==> config.mk <==
export PLATFORM = sky130hd
export DESIGN_NAME = func_inverse
export DESIGN_NICKNAME = d
export VERILOG_FILES = /design/src/rtl/func_inverse.sv
export SDC_FILE = /design/constraint.sdc
export NUM_CORES = 1
export LEC_CHECK = 0
export CELL_PAD_IN_SITES_DETAIL_PLACEMENT = 1
export CELL_PAD_IN_SITES_GLOBAL_PLACEMENT = 1
export CORE_ASPECT_RATIO = 1.1
export CORE_MARGIN = 1
export CORE_UTILIZATION = 37
export CTS_CLUSTER_DIAMETER = 120
export DETAILED_ROUTE_END_ITERATION = 8
export PLACE_DENSITY = 0.77
export SETUP_SLACK_MARGIN = 0.4
export SKIP_CTS_REPAIR_TIMING = 1
export SLEW_MARGIN = 20
export SYNTH_ARGS = -nofsm -noshare
export SYNTH_HDL_FRONTEND = slang
export SYNTH_SLANG_ARGS = --single-unit
==> constraint.sdc <==
create_clock -name clk_i -period 2.3 [get_ports clk_i]
set_input_delay 0.69 -clock clk_i [delete_from_list [all_inputs] [get_ports clk_i]]
set_output_delay 0.69 -clock clk_i [all_outputs]
set_load 0.1 [all_outputs]
==> src/rtl/func_inverse.sv <==
// Inverse solver for f(a,b) = a^3 + a*b: finds the largest 8-bit a with f(a,b) <= y.
// MSB-first binary search that drives an external function unit over a start/busy handshake.
module func_inverse (
    input  logic        clk_i,
    input  logic        rst_ni,
    input  logic        start_i,
    input  logic [23:0] y_bi,
    input  logic [7:0]  b_bi,
    output logic        busy_o,
    output logic [7:0]  a_bo,
    output logic        exact_o,
    output logic        err_o,
    output logic [7:0]  fn_a_bo,
    output logic [7:0]  fn_b_bo,
    output logic        fn_start_o,
    input  logic        fn_busy_i,
    input  logic [23:0] fn_result_bi
);

    typedef enum logic [2:0] {
        IDLE,
        ISSUE,
        WAIT_HI,
        WAIT_LO,
        EVAL
    } state_t;

    state_t      state_q, state_d;
    logic [23:0] y_q, y_d;
    logic [7:0]  b_q, b_d;
    logic [7:0]  acc_q, acc_d;
    logic [2:0]  k_q, k_d;
    logic        ex_r_q, ex_r_d;
    logic [3:0]  cnt_q, cnt_d;
    logic [23:0] res_q, res_d;
    logic [7:0]  a_q, a_d;
    logic        exact_q, exact_d;
    logic        err_q, err_d;

    logic [7:0]  cand;
    logic        hit;
    logic [7:0]  acc_n;
    logic        ex_n;

    assign cand  = acc_q | (8'd1 << k_q);
    assign hit   = (res_q <= y_q);
    assign acc_n = hit ? cand : acc_q;
    assign ex_n  = hit ? (res_q == y_q) : ex_r_q;

    always_comb begin
        state_d    = state_q;
        y_d        = y_q;
        b_d        = b_q;
        acc_d      = acc_q;
        k_d        = k_q;
        ex_r_d     = ex_r_q;
        cnt_d      = cnt_q;
        res_d      = res_q;
        a_d        = a_q;
        exact_d    = exact_q;
        err_d      = err_q;
        fn_start_o = 1'b0;
        unique case (state_q)
            IDLE: begin
                if (start_i) begin
                    y_d     = y_bi;
                    b_d     = b_bi;
                    acc_d   = 8'd0;
                    k_d     = 3'd7;
                    ex_r_d  = (y_bi == 24'd0);
                    err_d   = 1'b0;
                    state_d = ISSUE;
                end
            end
            ISSUE: begin
                // A unit still busy from an abandoned run must drain first.
                if (!fn_busy_i) begin
                    fn_start_o = 1'b1;
                    cnt_d      = 4'd0;
                    state_d    = WAIT_HI;
                end
            end
            WAIT_HI: begin
                if (fn_busy_i) begin
                    state_d = WAIT_LO;
                end else begin
                    cnt_d = cnt_q + 4'd1;
                    if (cnt_d == 4'd8) begin
                        err_d   = 1'b1;
                        a_d     = 8'd0;
                        exact_d = 1'b0;
                        state_d = IDLE;
                    end
                end
            end
            WAIT_LO: begin
                if (!fn_busy_i) begin
                    res_d   = fn_result_bi;
                    state_d = EVAL;
                end
            end
            EVAL: begin
                acc_d  = acc_n;
                ex_r_d = ex_n;
                if (k_q == 3'd0) begin
                    a_d     = acc_n;
                    exact_d = ex_n;
                    state_d = IDLE;
                end else begin
                    k_d     = k_q - 3'd1;
                    state_d = ISSUE;
                end
            end
            default: state_d = IDLE;
        endcase
    end

    always_ff @(posedge clk_i) begin
        if (!rst_ni) begin
            state_q <= IDLE;
            y_q     <= 24'd0;
            b_q     <= 8'd0;
            acc_q   <= 8'd0;
            k_q     <= 3'd0;
            ex_r_q  <= 1'b0;
            cnt_q   <= 4'd0;
            res_q   <= 24'd0;
            a_q     <= 8'd0;
            exact_q <= 1'b0;
            err_q   <= 1'b0;
        end else begin
            state_q <= state_d;
            y_q     <= y_d;
            b_q     <= b_d;
            acc_q   <= acc_d;
            k_q     <= k_d;
            ex_r_q  <= ex_r_d;
            cnt_q   <= cnt_d;
            res_q   <= res_d;
            a_q     <= a_d;
            exact_q <= exact_d;
            err_q   <= err_d;
        end
    end

    assign busy_o  = (state_q != IDLE);
    assign a_bo    = a_q;
    assign exact_o = exact_q;
    assign err_o   = err_q;
    assign fn_a_bo = (state_q == IDLE) ? 8'd0 : cand;
    assign fn_b_bo = (state_q == IDLE) ? 8'd0 : b_q;

endmodule

# --- After elaboration in Yosys (flattened, before gate mapping) ---
# Cells that the tools add are included.
totals:
  register_bits: 85
  input_bits: 60
  output_inout_bits: 28
  wordCells: 82
op_classes:
  reduce_logical: 16
  bitwise: 2
  add_sub_neg: 2
  eq_ne: 14
  n_lt_le_gt_ge: 1
  shift: 1
  mux: 35
ops:
  columns: ["operator", "n"]
  rows:
  - ["8-bit two-way mux", 7]
  - ["8-bit case mux with 2 select lines", 2]
  - ["24-bit == test", 1]
  - ["24-bit less-or-equal comparator", 1]
  - ["24-bit zero test", 1]
  - ["3-bit two-way mux", 7]
  - ["3-bit case mux with 5 select lines", 1]
  - ["2-bit != test, second input constant", 7]
  - ["4-bit AND reduction", 3]
  - ["1-bit two-way mux", 11]
  - ["4-bit two-way mux", 2]
  - ["8-bit OR", 1]
  - ["4-bit case mux with 2 select lines", 1]
  - ["2-bit nonzero test", 4]
  - ["1-bit by 3-bit << shifter with 8-bit output, first input constant", 1]
  - ["3-bit by 2-bit == test with 1-bit output, second input constant", 2]
  - ["3-bit zero test", 2]
  - ["1-bit case mux with 2 select lines", 3]
  - ["3-bit case mux with 2 select lines", 1]
  - ["2-bit AND reduction", 3]
  - ["3-bit AND reduction", 2]
  - ["4-bit by 1-bit adder with 4-bit output, second input constant", 1]
  - ["4-bit == test, second input constant", 1]
  - ["3-bit by 1-bit == test with 1-bit output, second input constant", 1]
  - ["5 further kinds", 5]

# --- Longest topological paths before layout ---
# Gate-level depths: netlist (run 1).
depth:
  word_depth: 5
  mapped_depth: 9

# --- Worst setup path before layout (run 1) ---
# No wires, ideal clock.
synth_timing:
  path_type: "input to output"
  startpoint: "in fn_busy_i"
  endpoint: "out fn_start_o"
  arrival_time_ns: 2.973
  required_time_ns: 1.610
  setup_slack_ns: -1.363
  path_stages: 2
  path_buffers: 1
  cell_sequence: "clkbuf_1 > nor3_1"
synth_between:
  elab_chain_len: 2
synth_rtl:
  columns: ["element", "line_no", "rtl"]
  rows:
  - ["start, declared", "16", "input logic fn_busy_i,"]
  - ["1-bit two-way mux", "77", "if (!fn_busy_i) begin"]
  - ["1-bit two-way mux", "63", "unique case (state_q)"]
  - ["end, declared", "15", "output logic fn_start_o,"]
# No other way between the ends.

# --- Worst setup path after layout (run 1) ---
layout_timing:
  startpoint: "reg state_q[2]"
  endpoint: "out fn_b_bo[5]"
layout_between:
  elab_chain_len: 2
layout_rtl:
  columns: ["element", "line_no", "rtl"]
  rows:
  - ["start, declared", "28", "state_t state_q, state_d;"]
  - ["start signal, assigned", "132", "state_q <= state_d;"]
  - ["3-bit zero test", "151", "assign fn_b_bo = (state_q == IDLE) ? 8'd0 : b_q;"]
  - ["8-bit two-way mux", "151", null]
  - ["end, declared", "14", "output logic [7:0] fn_b_bo,"]
# No other way between the ends.

==> results of run 1 <==
==> area by class of cell <==
class,instances,area (um2)
repair buffers,118,1314
flip-flops and latches,85,1729
well taps,147,183.9
inverters,34,131.4
clock buffers,11,232.7
multi-input cells,393,2758
clock inverters,5,75.07
fillers,1268,4629
repair inverters,1,7.507
==> cells in the final DEF, fill, tap and decap left out, types with 3 or more instances in the layout <==
cell type          n
a211oi_1           5
a211oi_2           5
a21oi_1           80
a21oi_2           10
and2_1             3
and2_4             8
buf_12            21
buf_4             35
clkbuf_16          9
clkdlybuf4s50_1   58
clkinv_2           3
dfxtp_1           67
dfxtp_2           16
ha_1              12
ha_2               3
ha_4              15
inv_1             25
inv_2              8
nand2_1          137
nand2b_1           3
nand3_1            5
nand4_1            7
nor2_1            16
nor2_2             9
nor3_1            11
nor3_2             3
nor4_1             7
o21ai_0            4
o31ai_4            4
o41ai_2            3
==> worst max path at each step <==
stage / from / to / cells past startpoint
2_1_floorplan: state_q[2] / fn_b_bo[0] / 5
3_3_place_gp: y_bi[0] / ex_r_q / 7
3_5_place_dp: fn_busy_i / a_bo[6] / 8
4_1_cts: k_q[0] / fn_a_bo[0] / 6
5_1_grt: k_q[1] / fn_a_bo[5] / 5
6_report: state_q[2] / fn_b_bo[5] / 4
==> registers in the layout, indices dropped and copies added (netlist names) <==
| name | flops |
|---|---|
| res_q | 24 |
| y_q | 24 |
| exact_o | 1 |
| state_q | 3 |
| b_q | 8 |
| k_q | 3 |
| acc_q | 8 |
| ex_r_q | 1 |
| err_o | 1 |
| a_bo | 8 |
| cnt_q | 4 |
==> kinds of logic after synthesis <==
group                    count (synthesis)
XOR/XNOR                                 1
multiplexers                             2
adder cells (fa/ha/maj)                 30
flip-flops                              85
AO/OA/AOI/OAI                          135
AND/OR/NAND/NOR                        225
buffers and inverters                   60
==> power by group <==
part | internal [mW] | total, mW | switching, mW
Combinational | 0.439 | 1.03 | 0.586
Clock | 0.947 | 1.56 | 0.618
Sequential | 1.53 | 1.59 | 0.0515
==> routing by layer <==
layer  global-route usage  vias to the layer above  routed length, um
met3              0.03472                       33                369
met2               0.4444                       82               8231
met1               0.2429                     2107               5984
met5                    0                        -                  0
met4              0.08857                        0                425
li1                     -                     2036                  -
==> worst max-delay path: stages, from the launching register on <==
cell	delay (ns)
dfxtp_2	0.34
nor3_4	0.29
clkinvlp_4	0.24
and2_4	0.22
buf_12	0.16
==> per-stage QoR <==
step           total power [mW]    util
2_1_floorplan             2.120       -
3_3_place_gp              2.431  0.5046
3_5_place_dp              2.456  0.5046
4_1_cts                   4.007  0.5325
5_1_grt                   4.324  0.5814
6_report                  4.176  0.5814
==> results.md, run 1 <==
* RSZ-0062 raised after global routing: true
* Tot GR Track Use at 0.2266
* DR pass1 iterations at 6
* Power per cell area at ~650 nW/um2
* Number of port buffers at 87
* Synth top cells by count: nand2_1, a21oi_1, dfxtp_1, inv_1, ha_1
* Xor/xnor share of the synthesized area at 0.002067
* Initial Utilization at 0.3831
* DP Cell Count at 767
* Non-Filler Instances at between 700 and 800
* Clk sinks at 85
* Drt total wl at 15,010 um
* R2r startpoint: y_q[19]
* Post-Synth Adder-Cell Area at 0.08857
* Initial DRC Count at around 170
* Die area at between 10,000 and 15,000 um2
* Top-count cell post-synth: nand2_1
* Synth Instances at 538
* Min-Delay Path Depth at 2
* CTS clk-pin slew, worst paths at 0.06 ns
* Placed cell area at 5582 um2
* Hold Crit Class: flop to flop
* Ys async rst share at 0
* Vias in the first global route at 4,449
* Final Max Slew Viols at 0
* Post-synthesis register bit count at 85
* Final setup viols at 0
* Post-route setup slack at 0.009585 ns
* Syn nets at about 630
* GPL Wtd Cong at 0.7917
* N_diodes at 0
* Grt ovf at 0
* Yosys warns at 0
* Vias per std cell at 5.363
* Share of cells above drive strength 1 at 0.2890
* Post-Syn Area at 4238 um2
* Per-cell routed wire length at approximately 19 um
* Peak VDD IR at between 0.3 and 0.4 mV
* CP max FO at 5
* Synth cell types at 49
* CP endpoint kind: primary output
* Die H at 114.2 um
* Yosys top cell by area: dfxtp_1
* Status: completed
* Chip width at 104.0 um
* Worst hold start: y_q[15]
* Slew headroom at 0.6245
* Worst hold margin at ~0.45 ns
* Main combinational cell family by area after synthesis: simple AND/OR/NAND/NOR gates
* Initial antenna violation count at 0
* IO Count at 88
* Setup TNS at 0 ns
* Post-synthesis mux area share at 0.005019
* Row count at 40
* Synthesis-to-layout area growth at 51.76%
* Largest net degree at the start of global routing at 74
* Detailed Place HPWL at 9450 um
* Worst-case reg-to-reg path depth at 9
* Vias post-DR at 4,258
* Fin crit share at 0.9958
* Simple-gate share of the synthesized area at 0.2368
* Detail Route Antenna Nets at 0
* Clock skew at just under 0.008 ns
* Synth Area in Compound Gates at 0.2052
* Setup CP Type: flop to primary output
* # DRC at 0
* Post-Syn Area per Cell at 7.877 um2
* Number of flops mapped to enable cells by yosys at 0
* Core box area at 11,060 um2
* TritonCTS clock tree: yes
* Post-route cell area at approximately 6400 um2
* Critical path launch point type: flop
* Synth area leaders: dfxtp_1, nand2_1, a21oi_1
* Max Cap Viol at 0
* Measured slew at the worst slew-check pin at about 0.56 ns
* Worst-Skew Late Latency at between 0.3 and 0.4 ns
* Primary FF master, synth: dfxtp_1
* TritonCTS Buffers at 9
* Worst reg-to-reg setup slack at around 0.20 ns
* Leak pwr at 2.397 nW
* H-Tree Depth at 3
* Peak Freq at 436.6 MHz
* Final hold vios at 0
* First-pass GRT wire length at 21,140 um
* Clock root buffer: clkbuf_16
* Critical Path AT at 1.60 ns
* Fin crit period at 2.290 ns
* Worst-case clock buffer depth at 2
* Worst Hold Path EP: y_q[15]
* Top-area cell type share of the netlist area at 0.4015
* Post-synthesis sequential area ratio at 0.4015
* Reg-to-Reg End: acc_q[2]
* Final nets at between 700 and 800
* DP Worst Slack at -0.1017 ns
* CP required at 1.61 ns
No activity file was read; power rests on OpenSTA's default activity.
==> inputs of run 2 (changes only) <==
Settings changed: CTS_CLUSTER_DIAMETER 120 to 80.
==> results of run 2 <==
The final DEF is identical to that of run 1; final timing and power are the same.
==> inputs of run 3 (changes only) <==
Settings changed: SLEW_MARGIN 20 to unset.
==> results of run 3 <==
The final DEF is identical to that of run 1; final timing and power are the same.
